`src/rtl/time_set_ctrl_pkg.sv`:
```
// Shared definitions for the time/date/alarm edit controller:
// FSM states, field packing, field ranges, field codes and snapshot clean-up.
package time_set_ctrl_pkg;

  typedef enum logic [2:0] {
    S_IDLE,
    S_EDIT_CLK,
    S_EDIT_ALM,
    S_COMMIT_CLK,
    S_COMMIT_ALM
  } state_t;

  // Time packing {hour, min, sec}
  localparam int unsigned HOUR_MSB  = 16;
  localparam int unsigned HOUR_LSB  = 12;
  localparam int unsigned MIN_MSB   = 11;
  localparam int unsigned MIN_LSB   = 6;
  localparam int unsigned SEC_MSB   = 5;
  localparam int unsigned SEC_LSB   = 0;

  // Date packing {year, month, day}
  localparam int unsigned YEAR_MSB  = 15;
  localparam int unsigned YEAR_LSB  = 9;
  localparam int unsigned MONTH_MSB = 8;
  localparam int unsigned MONTH_LSB = 5;
  localparam int unsigned DAY_MSB   = 4;
  localparam int unsigned DAY_LSB   = 0;

  // Field ranges (inclusive)
  localparam int unsigned HOUR_MIN  = 0;
  localparam int unsigned HOUR_MAX  = 23;
  localparam int unsigned MIN_MIN   = 0;
  localparam int unsigned MIN_MAX   = 59;
  localparam int unsigned SEC_MIN   = 0;
  localparam int unsigned SEC_MAX   = 59;
  localparam int unsigned YEAR_MIN  = 0;
  localparam int unsigned YEAR_MAX  = 99;
  localparam int unsigned MONTH_MIN = 1;
  localparam int unsigned MONTH_MAX = 12;
  localparam int unsigned DAY_MIN   = 1;
  localparam int unsigned DAY_MAX   = 31;

  // Field index codes shown on EDIT_FIELD
  localparam logic [2:0] F_HOUR  = 3'd0;
  localparam logic [2:0] F_MIN   = 3'd1;
  localparam logic [2:0] F_SEC   = 3'd2;
  localparam logic [2:0] F_YEAR  = 3'd3;
  localparam logic [2:0] F_MONTH = 3'd4;
  localparam logic [2:0] F_DAY   = 3'd5;

  localparam logic [16:0] RESET_TIME = '0;
  localparam logic [15:0] RESET_DATE = 16'h2021;  // year 16, month 1, day 1

  // Replace any out-of-range time field by its minimum.
  function automatic logic [16:0] sanitize_time(input logic [16:0] t);
    logic [4:0] h;
    logic [5:0] m;
    logic [5:0] s;
    h = t[HOUR_MSB:HOUR_LSB];
    m = t[MIN_MSB:MIN_LSB];
    s = t[SEC_MSB:SEC_LSB];
    if (h > 5'(HOUR_MAX)) h = 5'(HOUR_MIN);
    if (m > 6'(MIN_MAX))  m = 6'(MIN_MIN);
    if (s > 6'(SEC_MAX))  s = 6'(SEC_MIN);
    return {h, m, s};
  endfunction

  // Replace any out-of-range date field by its minimum.
  function automatic logic [15:0] sanitize_date(input logic [15:0] d);
    logic [6:0] y;
    logic [3:0] mo;
    logic [4:0] dy;
    y  = d[YEAR_MSB:YEAR_LSB];
    mo = d[MONTH_MSB:MONTH_LSB];
    dy = d[DAY_MSB:DAY_LSB];
    if (y > 7'(YEAR_MAX)) y = 7'(YEAR_MIN);
    if (mo < 4'(MONTH_MIN) || mo > 4'(MONTH_MAX)) mo = 4'(MONTH_MIN);
    if (dy < 5'(DAY_MIN)) dy = 5'(DAY_MIN);
    return {y, mo, dy};
  endfunction

endpackage

```
`src/rtl/time_set_ctrl_field_wrap_step.sv`:
```
// Single-field increment/decrement with wrap-around in both directions.
module field_wrap_step
  import time_set_ctrl_pkg::*;
(
  input  logic [6:0] value_i,
  input  logic [6:0] min_i,
  input  logic [6:0] max_i,
  input  logic       up_i,
  input  logic       down_i,
  output logic [6:0] value_o
);

  // Step one unit; simultaneous up and down leave the value untouched.
  always_comb begin
    value_o = value_i;
    if (up_i && !down_i) begin
      value_o = (value_i >= max_i) ? min_i : value_i + 7'd1;
    end else if (down_i && !up_i) begin
      value_o = (value_i <= min_i) ? max_i : value_i - 7'd1;
    end
  end

endmodule

```
`src/rtl/time_set_ctrl.sv`:
```
// Edit controller: shadow-register editing of time/date/alarm with commit
// handshake to the time calculator, idle auto-cancel and ack timeout.
module time_set_ctrl
  import time_set_ctrl_pkg::*;
#(
  parameter int unsigned IDLE_TIMEOUT = 3000000,
  parameter int unsigned ACK_TIMEOUT  = 16,
  parameter int unsigned TMR_W        = 22
) (
  input  logic        CLK,
  input  logic        RESETN,
  input  logic        BTN_EDIT,
  input  logic        BTN_ALARM,
  input  logic        BTN_NEXT,
  input  logic        BTN_UP,
  input  logic        BTN_DOWN,
  input  logic        BTN_OK,
  input  logic        BTN_CANCEL,
  input  logic [16:0] CUR_TIME,
  input  logic [15:0] CUR_DATE,
  input  logic        SETTING_OK,
  output logic [16:0] SET_TIME,
  output logic [15:0] SET_DATE,
  output logic [16:0] SET_ALARM,
  output logic        SETTING,
  output logic        ALARM_SETTING,
  output logic        MODE,
  output logic        MODE_STATE,
  output logic [2:0]  EDIT_FIELD,
  output logic        ACK_ERR
);

  localparam logic [TMR_W-1:0] IDLE_LAST = TMR_W'(IDLE_TIMEOUT - 1);
  localparam logic [TMR_W-1:0] ACK_LAST  = TMR_W'(ACK_TIMEOUT - 1);

  state_t            state_q, state_d;
  logic [16:0]       set_time_q, set_time_d;
  logic [15:0]       set_date_q, set_date_d;
  logic [16:0]       set_alarm_q, set_alarm_d;
  logic [16:0]       alarm_bak_q, alarm_bak_d;
  logic [2:0]        field_q, field_d;
  logic [TMR_W-1:0]  tmr_q, tmr_d;
  logic              setting_q, setting_d;
  logic              alarm_setting_q, alarm_setting_d;
  logic              ack_err_q, ack_err_d;

  logic [16:0]       edit_src;
  logic [6:0]        step_val, step_min, step_max, step_next;
  logic              any_btn, in_edit, idle_expired, ack_expired;

  assign any_btn      = |{BTN_EDIT, BTN_ALARM, BTN_NEXT, BTN_UP, BTN_DOWN, BTN_OK, BTN_CANCEL};
  assign in_edit      = (state_q == S_EDIT_CLK) || (state_q == S_EDIT_ALM);
  assign idle_expired = (tmr_q == IDLE_LAST) && !any_btn;
  assign ack_expired  = (tmr_q == ACK_LAST);

  // Select the field under edit with its range for the shared stepper.
  always_comb begin
    edit_src = (state_q == S_EDIT_ALM) ? set_alarm_q : set_time_q;
    step_val = '0;
    step_min = '0;
    step_max = '0;
    case (field_q)
      F_HOUR: begin
        step_val = {2'b00, edit_src[HOUR_MSB:HOUR_LSB]};
        step_min = 7'(HOUR_MIN);
        step_max = 7'(HOUR_MAX);
      end
      F_MIN: begin
        step_val = {1'b0, edit_src[MIN_MSB:MIN_LSB]};
        step_min = 7'(MIN_MIN);
        step_max = 7'(MIN_MAX);
      end
      F_SEC: begin
        step_val = {1'b0, edit_src[SEC_MSB:SEC_LSB]};
        step_min = 7'(SEC_MIN);
        step_max = 7'(SEC_MAX);
      end
      F_YEAR: begin
        step_val = set_date_q[YEAR_MSB:YEAR_LSB];
        step_min = 7'(YEAR_MIN);
        step_max = 7'(YEAR_MAX);
      end
      F_MONTH: begin
        step_val = {3'b000, set_date_q[MONTH_MSB:MONTH_LSB]};
        step_min = 7'(MONTH_MIN);
        step_max = 7'(MONTH_MAX);
      end
      F_DAY: begin
        step_val = {2'b00, set_date_q[DAY_MSB:DAY_LSB]};
        step_min = 7'(DAY_MIN);
        step_max = 7'(DAY_MAX);
      end
      default: ;
    endcase
  end

  field_wrap_step u_step (
    .value_i (step_val),
    .min_i   (step_min),
    .max_i   (step_max),
    .up_i    (BTN_UP),
    .down_i  (BTN_DOWN),
    .value_o (step_next)
  );

  // Next-state, shadow register updates, timeout counter and request outputs.
  always_comb begin
    state_d     = state_q;
    set_time_d  = set_time_q;
    set_date_d  = set_date_q;
    set_alarm_d = set_alarm_q;
    alarm_bak_d = alarm_bak_q;
    field_d     = field_q;
    ack_err_d   = ack_err_q;

    case (state_q)
      S_IDLE: begin
        if (BTN_EDIT) begin
          set_time_d = sanitize_time(CUR_TIME);
          set_date_d = sanitize_date(CUR_DATE);
          field_d    = F_HOUR;
          state_d    = S_EDIT_CLK;
        end else if (BTN_ALARM) begin
          field_d = F_HOUR;
          state_d = S_EDIT_ALM;
        end
      end

      S_EDIT_CLK, S_EDIT_ALM: begin
        if (BTN_CANCEL || idle_expired) begin
          if (state_q == S_EDIT_ALM) set_alarm_d = alarm_bak_q;
          state_d = S_IDLE;
        end else if (BTN_OK) begin
          state_d = (state_q == S_EDIT_CLK) ? S_COMMIT_CLK : S_COMMIT_ALM;
        end else if (BTN_NEXT) begin
          if (field_q == ((state_q == S_EDIT_CLK) ? F_DAY : F_SEC)) field_d = F_HOUR;
          else field_d = field_q + 3'd1;
        end else if (BTN_UP != BTN_DOWN) begin
          if (state_q == S_EDIT_ALM) begin
            case (field_q)
              F_HOUR:  set_alarm_d[HOUR_MSB:HOUR_LSB] = step_next[4:0];
              F_MIN:   set_alarm_d[MIN_MSB:MIN_LSB]   = step_next[5:0];
              F_SEC:   set_alarm_d[SEC_MSB:SEC_LSB]   = step_next[5:0];
              default: ;
            endcase
          end else begin
            case (field_q)
              F_HOUR:  set_time_d[HOUR_MSB:HOUR_LSB]   = step_next[4:0];
              F_MIN:   set_time_d[MIN_MSB:MIN_LSB]     = step_next[5:0];
              F_SEC:   set_time_d[SEC_MSB:SEC_LSB]     = step_next[5:0];
              F_YEAR:  set_date_d[YEAR_MSB:YEAR_LSB]   = step_next;
              F_MONTH: set_date_d[MONTH_MSB:MONTH_LSB] = step_next[3:0];
              F_DAY:   set_date_d[DAY_MSB:DAY_LSB]     = step_next[4:0];
              default: ;
            endcase
          end
        end
      end

      S_COMMIT_CLK, S_COMMIT_ALM: begin
        if (SETTING_OK) begin
          if (state_q == S_COMMIT_ALM) alarm_bak_d = set_alarm_q;
          ack_err_d = 1'b0;
          state_d   = S_IDLE;
        end else if (ack_expired) begin
          // An unacknowledged alarm never became the live alarm, so show the old one again.
          if (state_q == S_COMMIT_ALM) set_alarm_d = alarm_bak_q;
          ack_err_d = 1'b1;
          state_d   = S_IDLE;
        end
      end

      default: state_d = S_IDLE;
    endcase

    // One counter serves both the idle timeout (edit) and the ack timeout (commit);
    // buttons only restart it while editing since they are ignored during commit.
    if (state_d != state_q || state_q == S_IDLE) tmr_d = '0;
    else if (in_edit && any_btn)                 tmr_d = '0;
    else                                         tmr_d = tmr_q + TMR_W'(1);

    setting_d       = (state_d == S_COMMIT_CLK);
    alarm_setting_d = (state_d == S_COMMIT_ALM);
  end

  // State and shadow registers with synchronous active-low reset.
  always_ff @(posedge CLK) begin
    if (!RESETN) begin
      state_q         <= S_IDLE;
      set_time_q      <= RESET_TIME;
      set_date_q      <= RESET_DATE;
      set_alarm_q     <= '0;
      alarm_bak_q     <= '0;
      field_q         <= '0;
      tmr_q           <= '0;
      setting_q       <= 1'b0;
      alarm_setting_q <= 1'b0;
      ack_err_q       <= 1'b0;
    end else begin
      state_q         <= state_d;
      set_time_q      <= set_time_d;
      set_date_q      <= set_date_d;
      set_alarm_q     <= set_alarm_d;
      alarm_bak_q     <= alarm_bak_d;
      field_q         <= field_d;
      tmr_q           <= tmr_d;
      setting_q       <= setting_d;
      alarm_setting_q <= alarm_setting_d;
      ack_err_q       <= ack_err_d;
    end
  end

  assign SET_TIME      = set_time_q;
  assign SET_DATE      = set_date_q;
  assign SET_ALARM     = set_alarm_q;
  assign SETTING       = setting_q;
  assign ALARM_SETTING = alarm_setting_q;
  assign MODE          = (state_q != S_IDLE);
  assign MODE_STATE    = (state_q == S_EDIT_ALM) || (state_q == S_COMMIT_ALM);
  assign EDIT_FIELD    = field_q;
  assign ACK_ERR       = ack_err_q;

endmodule

```
`config.mk`:
```
export PLATFORM = sky130hd
export DESIGN_NAME = time_set_ctrl
export DESIGN_NICKNAME = d
export VERILOG_FILES = /design/src/rtl/time_set_ctrl_pkg.sv /design/src/rtl/time_set_ctrl_field_wrap_step.sv /design/src/rtl/time_set_ctrl.sv
export SDC_FILE = /design/constraint.sdc
export NUM_CORES = 1
export LEC_CHECK = 0
export ABC_AREA = 1
export ABC_CLOCK_PERIOD_IN_PS = 4400
export BUFFER_PORTS_ARGS = -buffer_cell sky130_fd_sc_hd__buf_2
export CAP_MARGIN = 20
export CORE_UTILIZATION = 45
export DETAILED_ROUTE_END_ITERATION = 8
export GPL_ROUTABILITY_DRIVEN = 0
export PLACE_DENSITY = 0.66
export REMOVE_ABC_BUFFERS = 1
export SYNTH_ARGS = -nofsm -noshare
export SYNTH_HDL_FRONTEND = slang
export SYNTH_SLANG_ARGS = --single-unit
```
`constraint.sdc`:
```
create_clock -name CLK -period 4.4 [get_ports CLK]
set_input_delay 0.44 -clock CLK [delete_from_list [all_inputs] [get_ports CLK]]
set_output_delay 0.44 -clock CLK [all_outputs]
set_load 0.005 [all_outputs]
```
# Word level (Yosys, flattened, before mapping)
# Cells that the tools add are included.
# word_totals
regBits,98
inputBits,43
output_inout_bits,58
elab_cells,168
# op_classes
addsub,4
n_lt_le_gt_ge,9
eq_ne,40
n_mux,62
bitwise,1
reduce_logical,36
# op_table
cell,n
17-bit two-way mux,16
16-bit two-way mux,6
17-bit one-hot mux with 2 select lines,2
8-bit AND reduction,6
3-bit two-way mux,14
7-bit two-way mux,6
7-bit one-hot mux with 6 select lines,1
7-bit one-hot mux with 5 select lines,1
16-bit one-hot mux with 2 select lines,1
9-bit AND reduction,3
6-bit two-way mux,4
2-bit != test (second input constant),12
22-bit by 1-bit adder with 22-bit output (second input constant),1
22-bit equality test (second input constant),1
22-bit by 4-bit equality test with 1-bit output (second input constant),1
5-bit two-way mux,4
3-bit by 2-bit equality test with 1-bit output (second input constant),5
3-bit equality test (second input constant),4
6-bit > comparator (second input constant),2
3-bit != test (second input constant),4
2-bit by 1-bit != test with 1-bit output (second input constant),5
3-bit by 2-bit != test with 1-bit output (second input constant),3
3-bit one-hot mux with 3 select lines,1
4-bit two-way mux,2
other kinds (29),47

# Longest topological paths before layout
# Gate-level depths: netlist (run 1).
# depth
word_depth,14
depth_mapped,23
depth_no_buf,23

# Hierarchy
# Synthesis (run 1) repeated with hierarchy kept, for this count alone.
# hier_totals
hier_cells,1080
area_unflattened_um2,6755.2
# by_module_without_submodules
mod,n_inst,cells_each,area_per_inst_um2,seq_area_each_um2
time_set_ctrl,1,892,5709.2,1961.9
field_wrap_step,1,188,1046.0,0.0

# Least setup slack after synthesis (run 1)
# OpenSTA, ideal clock, no wires.
# synth_path
kind,flip-flop to flip-flop
from,register field_q[2] (netlist: EDIT_FIELD[2])
to,register set_time_q[2] (netlist: SET_TIME[2])
setup_time_ns,0.070
arrival_ns,3.020
required_ns,4.330
setup_slack_ns,1.310
stages_incl_launch_ff,23
path_buffers,2
synth_period_minus_slack_ns,3.090
cell_sequence,dfxtp_1 buf_2 inv_1 ha_1 clkbuf_1 nand2_1 o21ai_0 a21oi_1 nand2_1 o21ai_4 inv_2 ha_1 nand3_1 nor2_1 nand3_1 o2111ai_1 nor2_1 inv_1 a21oi_1 o21ai_0 nand2_1 nand2_1 a21oi_1
# synth_between
elab_chain_cells,14
elab_cells_between_ends,28
classes_between,2 x add/sub; 2 x order compare; 6 x eq/ne; 14 x mux; 4 x reduce/logical
# synth_lines
item,line,text
start: declaration,time_set_ctrl.sv:41,"logic [2:0] field_q, field_d;"
start signal: assignment,time_set_ctrl.sv:205,field_q <= field_d;
branches (longest 14 deep; another with 7-bit by 1-bit subtractor with 7-bit output),-,
end signal: assignment,time_set_ctrl.sv:201,set_time_q <= set_time_d;
end: declaration,time_set_ctrl.sv:37,"logic [16:0] set_time_q, set_time_d;"
# Parallel ways; which one is timed is not known. The select of a mux whose other input is x is not followed.
# A chain may end at the register's enable or synchronous reset.

# Worst setup path in the final report (run 1)
# layout_path
from,register field_q[1] (netlist: EDIT_FIELD[1])
to,register set_date_q[7] (netlist: SET_DATE[7])
# layout_between
elab_chain_cells,14
elab_cells_between_ends,28
classes_between,2 x add/sub; 2 x order compare; 6 x eq/ne; 14 x mux; 4 x reduce/logical
# layout_lines
item,line,text
branches (longest 14 deep; another with 7-bit by 1-bit subtractor with 7-bit output),-,
end signal: assignment,time_set_ctrl.sv:202,set_date_q <= set_date_d;
end: declaration,time_set_ctrl.sv:38,"logic [15:0] set_date_q, set_date_d;"
# Parallel ways; which one is timed is not known. The select of a mux whose other input is x is not followed.

==> run metrics, run 1 <==
placed cell areas 6480 sq um; share of the synthesized area in the top cell type 33.5%; RSZ-0062 raised after global routing no; min Tclk post-route 3.78 ns; post-DR wirelength/cell 15.5 um; Avg Cell Area, Syn 6.74 sq um; CTS tree built; Clock Latency Late Sink 0.35 ns; ys async rst share 0%; router iterations before antenna repair 6; top cells by count, synth 165 x nand2_1, 125 x a21oi_1, 101 x inv_1, 98 x dfxtp_1, 72 x o21ai_0; worst relative slew slack 39.0%; Worst-path clk slew 0.07 ns; gr ovfl total 0; antenna cells 0; Final Skew 0.00994 ns; fraction of layout cells with a size suffix above 1 15.6%; vias in the first global route 5465; clk sink count 98; initial drt markers 421; Slew Viols, Final 0; Final Cycle Share 85.8%; Num CTS Buffers 9; Setup crit end kind flop; number of setup violations in the final report 0; CTS resizes 0; maximum number of pins on one net before global-route repair 55; mapped cell area 5850 sq um; status completed; Worst Setup Path Type flop to flop; Hold-fix buffers, CTS 0; most common cell in the netlist nand2_1; final core occ 53.5%; Total Routing Usage GR 27.0%; Max VDD drop 0.000234 V; CORE AREA 12700 sq um; buffer depth of the longest clock path 2; area growth from synthesis to layout 15.9%; Non-Filler Instances 1135; DR vias/cell 5.40; Fmax achieved 0.265 GHz; Setup TNS 0 ns; root buffer cell clkbuf_16; Post-DRT Antenna Nets 0; Synth Instances 868; dominant synthesized flop cell dfxtp_1; final wirelength 17600 um; Power Dens Cells 454 nW/um^2; FP Rows 41; Post-CTS Setup Inserts 0; Fin. Hold Viols 0; total I/O pin count 101; register area 1960 sq um; worst min-delay path class input pin to flop; Starting Density 46.2%; kind of start point of the critical path flop; hpwl dp 13100 um; Worst Tran Pin Value 0.914 ns; initial antenna violation count 0; Synth area leader dfxtp_1; placed insts 1120; EDFF count, synth 0; cell area after layout 6780 sq um; FF+latch count, synth 98; Filler Cell Count 1299; Remaining DRCs 0; leak pwr 3.08 nW; Synth area leaders dfxtp_1 34%, a21oi_1 11%, nand2_1 11%, inv_1 6.5%, o21ai_0 6.2%; Max-Cap Viols 0; Worst Path Required 4.69 ns; Critical Path AT 4.06 ns; Multi-input gate area 3330 sq um; H-tree depth 3; Pwr Total 0.00308 W; Ys Warns 0; synth unique cells 42; sequential element share of the synthesized area 33.5%; Final #Nets 1020; CP max FO 8; port bufs 100; total die area 13500 sq um; DIE HEIGHT 116 um; first-pass GRT wire length 27800 um; die width 116 um; DR vias 6134
final timing paths:
kind	from	endpoint	slack [ns]	depth (start not counted)
min	CUR_TIME[1]	SET_TIME[1]$_SDFFE_PN0P_	0.36	3
max	EDIT_FIELD[1]$_SDFFE_PN0P_	SET_DATE[7]$_SDFFE_PN0P_	0.62	20
min reg2reg	tmr_q[0]$_SDFF_PP0_	tmr_q[0]$_SDFF_PP0_	0.45	1
max reg2reg	EDIT_FIELD[1]$_SDFFE_PN0P_	SET_DATE[7]$_SDFFE_PN0P_	0.62	20
cell type report:
type,instances,share of cell area (%)
clock inverter,3,0.720
tap,172,3.17
inverter,114,6.31
sequential,98,28.9
timing repair buffer,106,8.05
clock buffer,12,3.64
multi-input combinational,630,49.2
critical path, stage by stage, from the launching register on:
cell and delay [ns]:
dfxtp_1 0.38, inv_1 0.17, ha_1 0.20, inv_1 0.05
nor2_1 0.52, nand3_1 0.16, nand2_1 0.12, nor2_1 0.07
nor2_2 0.18, ha_1 0.28, a21oi_1 0.15, o21ai_0 0.10
nand4_1 0.08, o2111ai_1 0.14, nor2_1 0.32, inv_1 0.10
a21oi_1 0.11, o21ai_0 0.09, nand2_1 0.09, nand2_1 0.19
a21oi_1 0.19
power breakdown:
part	internal, W	total [W]	switching, W
combinational	0.000404	0.00121	0.000804
clock	0.000458	0.000804	0.000346
sequential	0.000975	0.00107	0.0000929
cells by family (layout without fill, tap and decap cells):
family	Yosys count	count (layout)	synth area share [%]
simple gates	354	354	27.7
fa+ha+maj	18	18	3.85
xor+xnor	23	23	3.44
compound gates	235	235	22.0
flops	98	98	33.5
buf+inv	140	235	9.46
per-stage QoR:
step	hold slack (ns)	setup slack, ns
after detailed placement	0.446	0.714
final	0.361	0.623
after global routing	0.365	0.0582
after CTS	0.362	0.683
after global placement	0.441	0.799
after floorplan	0.423	1.37
placed cells by master (no fill, tap or decap), types with 8 or more instances in the layout:
| cell type | count |
|---|---|
| dfxtp_1 | 98 |
| nand4_1 | 9 |
| a21oi_1 | 125 |
| buf_2 | 100 |
| o21ai_0 | 72 |
| nand2_1 | 165 |
| clkbuf_16 | 9 |
| inv_2 | 12 |
| nor2_1 | 56 |
| ha_1 | 18 |
| nor3b_1 | 9 |
| a211oi_1 | 8 |
| xor2_1 | 19 |
| inv_1 | 101 |
| nand3b_1 | 8 |
| o21ai_1 | 9 |
| nand3_1 | 54 |
| nor3_1 | 30 |
per-layer routing:
layer | vias up | wire (um) | global-route usage, %
met1 | 2807 | 8200 | 36.4
met3 | 32 | 985 | 3.92
met4 | 0 | 396 | 10.0
li1 | 3086 | - | -
met2 | 209 | 8030 | 43.7
met5 | - | 0 | 0
state kept, by name, summed over array words and instances, names as in the netlist:
| register | cells |
|---|---|
| ACK_ERR | 1 |
| ALARM_SETTING | 1 |
| EDIT_FIELD | 3 |
| SETTING | 1 |
| SET_ALARM | 17 |
| SET_DATE | 16 |
| SET_TIME | 17 |
| alarm_bak_q | 17 |
| state_q | 3 |
| tmr_q | 22 |
(Power assumes the default switching activity.)
==> run 2, diff against run 1 <==
==> constraint.sdc (replaced) <==
create_clock -name CLK -period 4.4 [get_ports CLK]
set_input_delay 1.1 -clock CLK [delete_from_list [all_inputs] [get_ports CLK]]
set_output_delay 1.1 -clock CLK [all_outputs]
set_load 0.005 [all_outputs]
==> run 2 against run 1 <==
Net effect:
- non-clock buffer count unchanged
- cell area increased by 0.63%
- critical path depth decreased by 2
- clock power increased by 11%
- core utilization increased by 0.34 points
- largest cell class unchanged
- routed wire length increased by 2.1%
- highest routed layer unchanged
- clock skew increased by 0.0053 ns
- sequential cell count unchanged
==> run metrics, run 2 (synthesized netlist as in run 1, its figures left out) <==
status completed (unchanged); FP Rows 41 (unchanged); Hold Startpoint tmr_q[0]$_SDFF_PP0_ (was CUR_TIME[1]); Critical Path AT 4.20 ns (was 4.06 ns); CTS resizes 0 (unchanged); worst min-delay path class flop to flop (was input pin to flop); Max VDD drop 0.000463 V (was 0.000234 V); root buffer cell clkbuf_16 (unchanged); FF-to-FF End SET_DATE[3]$_SDFFE_PN0P_ (was SET_DATE[7]$_SDFFE_PN0P_); r2r setup slk 0.47 ns (was 0.62 ns); post-DR wirelength/cell 15.8 um (was 15.5 um); Starting Density 46.2% (unchanged); vias in the first global route 5510 (was 5465); initial drt markers 408 (was 421); leak pwr 3.10 nW (was 3.08 nW); clk sink count 98 (unchanged); fraction of layout cells with a size suffix above 1 15.9% (was 15.6%); area growth from synthesis to layout 16.6% (was 15.9%); Max-Cap Viols 0 (unchanged); routing usage on met1 36.0% (was 36.4%); Final Cycle Share 89.2% (was 85.8%); number of setup violations in the final report 0 (unchanged); Worst Hold Path Cells 1 (was 3); total die area 13500 sq um (unchanged); antenna cells 0 (unchanged); Setup crit end kind flop (unchanged); buffer depth of the longest clock path 2 (unchanged); router iterations before antenna repair 5 (was 6); met3 Use GR 3.24% (was 3.92%); Total Routing Usage GR 27.2% (was 27.0%); gr ovfl total 0 (unchanged); CP max FO 12 (was 8); maximum number of pins on one net before global-route repair 55 (unchanged); Power Dens Cells 464 nW/um^2 (was 454 nW/um^2); kind of start point of the critical path flop (unchanged); most frequent cells in the layout 165 x nand2_1, 125 x a21oi_1, 101 x inv_1 (unchanged); max reg flops 22 (unchanged); port bufs 100 (unchanged); Slew Viols, Final 0 (unchanged); Hold Path Sink tmr_q[0]$_SDFF_PP0_ (was SET_TIME[1]$_SDFFE_PN0P_); hpwl dp 13300 um (was 13100 um); largest reg by FF count tmr_q (unchanged); Remaining DRCs 0 (unchanged); Final Skew 0.0152 ns (was 0.00994 ns); Fin. Hold Viols 0 (unchanged); min Tclk post-route 3.93 ns (was 3.78 ns); Crit Reg-Reg Startpoint EDIT_FIELD[2]$_SDFFE_PN0P_ (was EDIT_FIELD[1]$_SDFFE_PN0P_); Fmax achieved 0.255 GHz (was 0.265 GHz); Pwr Total 0.00316 W (was 0.00308 W); Hold-fix buffers, CTS 0 (unchanged); DR vias 6121 (was 6134); Num CTS Buffers 9 (unchanged); final wirelength 18000 um (was 17600 um); DIE HEIGHT 116 um (unchanged); Clock Latency Late Sink 0.36 ns (was 0.35 ns); M2 GR Usage 45.0% (was 43.7%); worst relative slew slack 49.4% (was 39.0%); Setup TNS 0 ns (unchanged); Post-DRT Antenna Nets 0 (unchanged); Worst-path clk slew 0.07 ns (about the same); die width 116 um (unchanged); Worst Setup Path Type flop to flop (unchanged); Post-CTS Setup Inserts 0 (unchanged); commonest non-fill, non-tap cell in the layout nand2_1 (unchanged); H-tree depth 3 (unchanged); first-pass GRT wire length 28100 um (was 27800 um); Worst Tran Pin Value 0.753 ns (was 0.914 ns); RSZ-0062 raised after global routing no (unchanged); CTS tree built (unchanged); CORE AREA 12700 sq um (unchanged); total I/O pin count 101 (unchanged); R2R depth 18 (was 20); grt peak-use layer met2 (unchanged); Final #Nets 1020 (unchanged); DR vias/cell 5.39 (was 5.40); initial antenna violation count 0 (unchanged); Worst Path Required 4.68 ns (was 4.69 ns)
==> run 2: power breakdown <==
part | internal, W | switching, W
clock | 0.000533 | 0.000359
combinational | 0.000400 | 0.000801
sequential | 0.000975 | 0.0000954
total | 0.00191 | 0.00126
==> run 2: worst max-delay path by stage <==
stage / startpoint / endpoint / slack (ns)
floorplan: BTN_ALARM / tmr_q[10]$_SDFF_PP0_ / 1.25
global placement: EDIT_FIELD[1]$_SDFFE_PN0P_ / SET_TIME[3]$_SDFFE_PN0P_ / 0.71
detailed placement: EDIT_FIELD[1]$_SDFFE_PN0P_ / SET_DATE[3]$_SDFFE_PN0P_ / 0.60
CTS: EDIT_FIELD[1]$_SDFFE_PN0P_ / SET_DATE[3]$_SDFFE_PN0P_ / 0.57
global route: EDIT_FIELD[0]$_SDFFE_PN0P_ / SET_TIME[2]$_SDFFE_PN0P_ / 0.18
finish: EDIT_FIELD[2]$_SDFFE_PN0P_ / SET_DATE[3]$_SDFFE_PN0P_ / 0.47
==> run 2: per-layer routing <==
layer / wire length (um) / share of wire (%)
met5: 0 / 0
met1: 8170 / 45
met4: 484 / 2.7
met2: 8340 / 46
met3: 984 / 5.5
==> run 2: cell type report <==
| cell class | instances | area (sq um) |
|---|---|---|
| Timing Repair Buffer | 106 | 546 |
| Tap cell | 172 | 215 |
| Clock buffer | 11 | 253 |
| Inverter | 114 | 428 |
| Multi-Input combinational cell | 630 | 3330 |
| Sequential cell | 98 | 1960 |
| Clock inverter | 5 | 85.1 |
| Fill cell | 1293 | 5850 |
==> run 2: critical path: stages, from the launching register on <==
cell and delay, ns:
dfxtp_1 0.55, inv_1 0.16, ha_1 0.36, nand2_1 0.12
o21ai_0 0.08, a21oi_1 0.16, nand2_1 0.12, o21ai_4 0.25
inv_2 0.13, ha_1 0.33, nand3_1 0.09, nor2_1 0.05
nand3_1 0.06, o2111ai_1 0.17, nor2_1 0.35, inv_1 0.10
o21ai_1 0.23, nand2_1 0.31, a21oi_1 0.23
==> run 2: through the flow <==
step / util (%) / std cells / worst slack, ns / instance area (sq um) / hold WS, ns
global placement: 51.2 / 1120 / 0.709 / 6480 / 0.445
global route: 53.8 / 1136 / 0.182 / 6820 / 0.492
CTS: 53.8 / 1136 / 0.570 / 6820 / 0.461
finish: 53.8 / 1136 / 0.473 / 6820 / 0.454
floorplan: - / 842 / 1.25 / 5720 / 0.423
detailed placement: 51.2 / 1120 / 0.602 / 6480 / 0.452
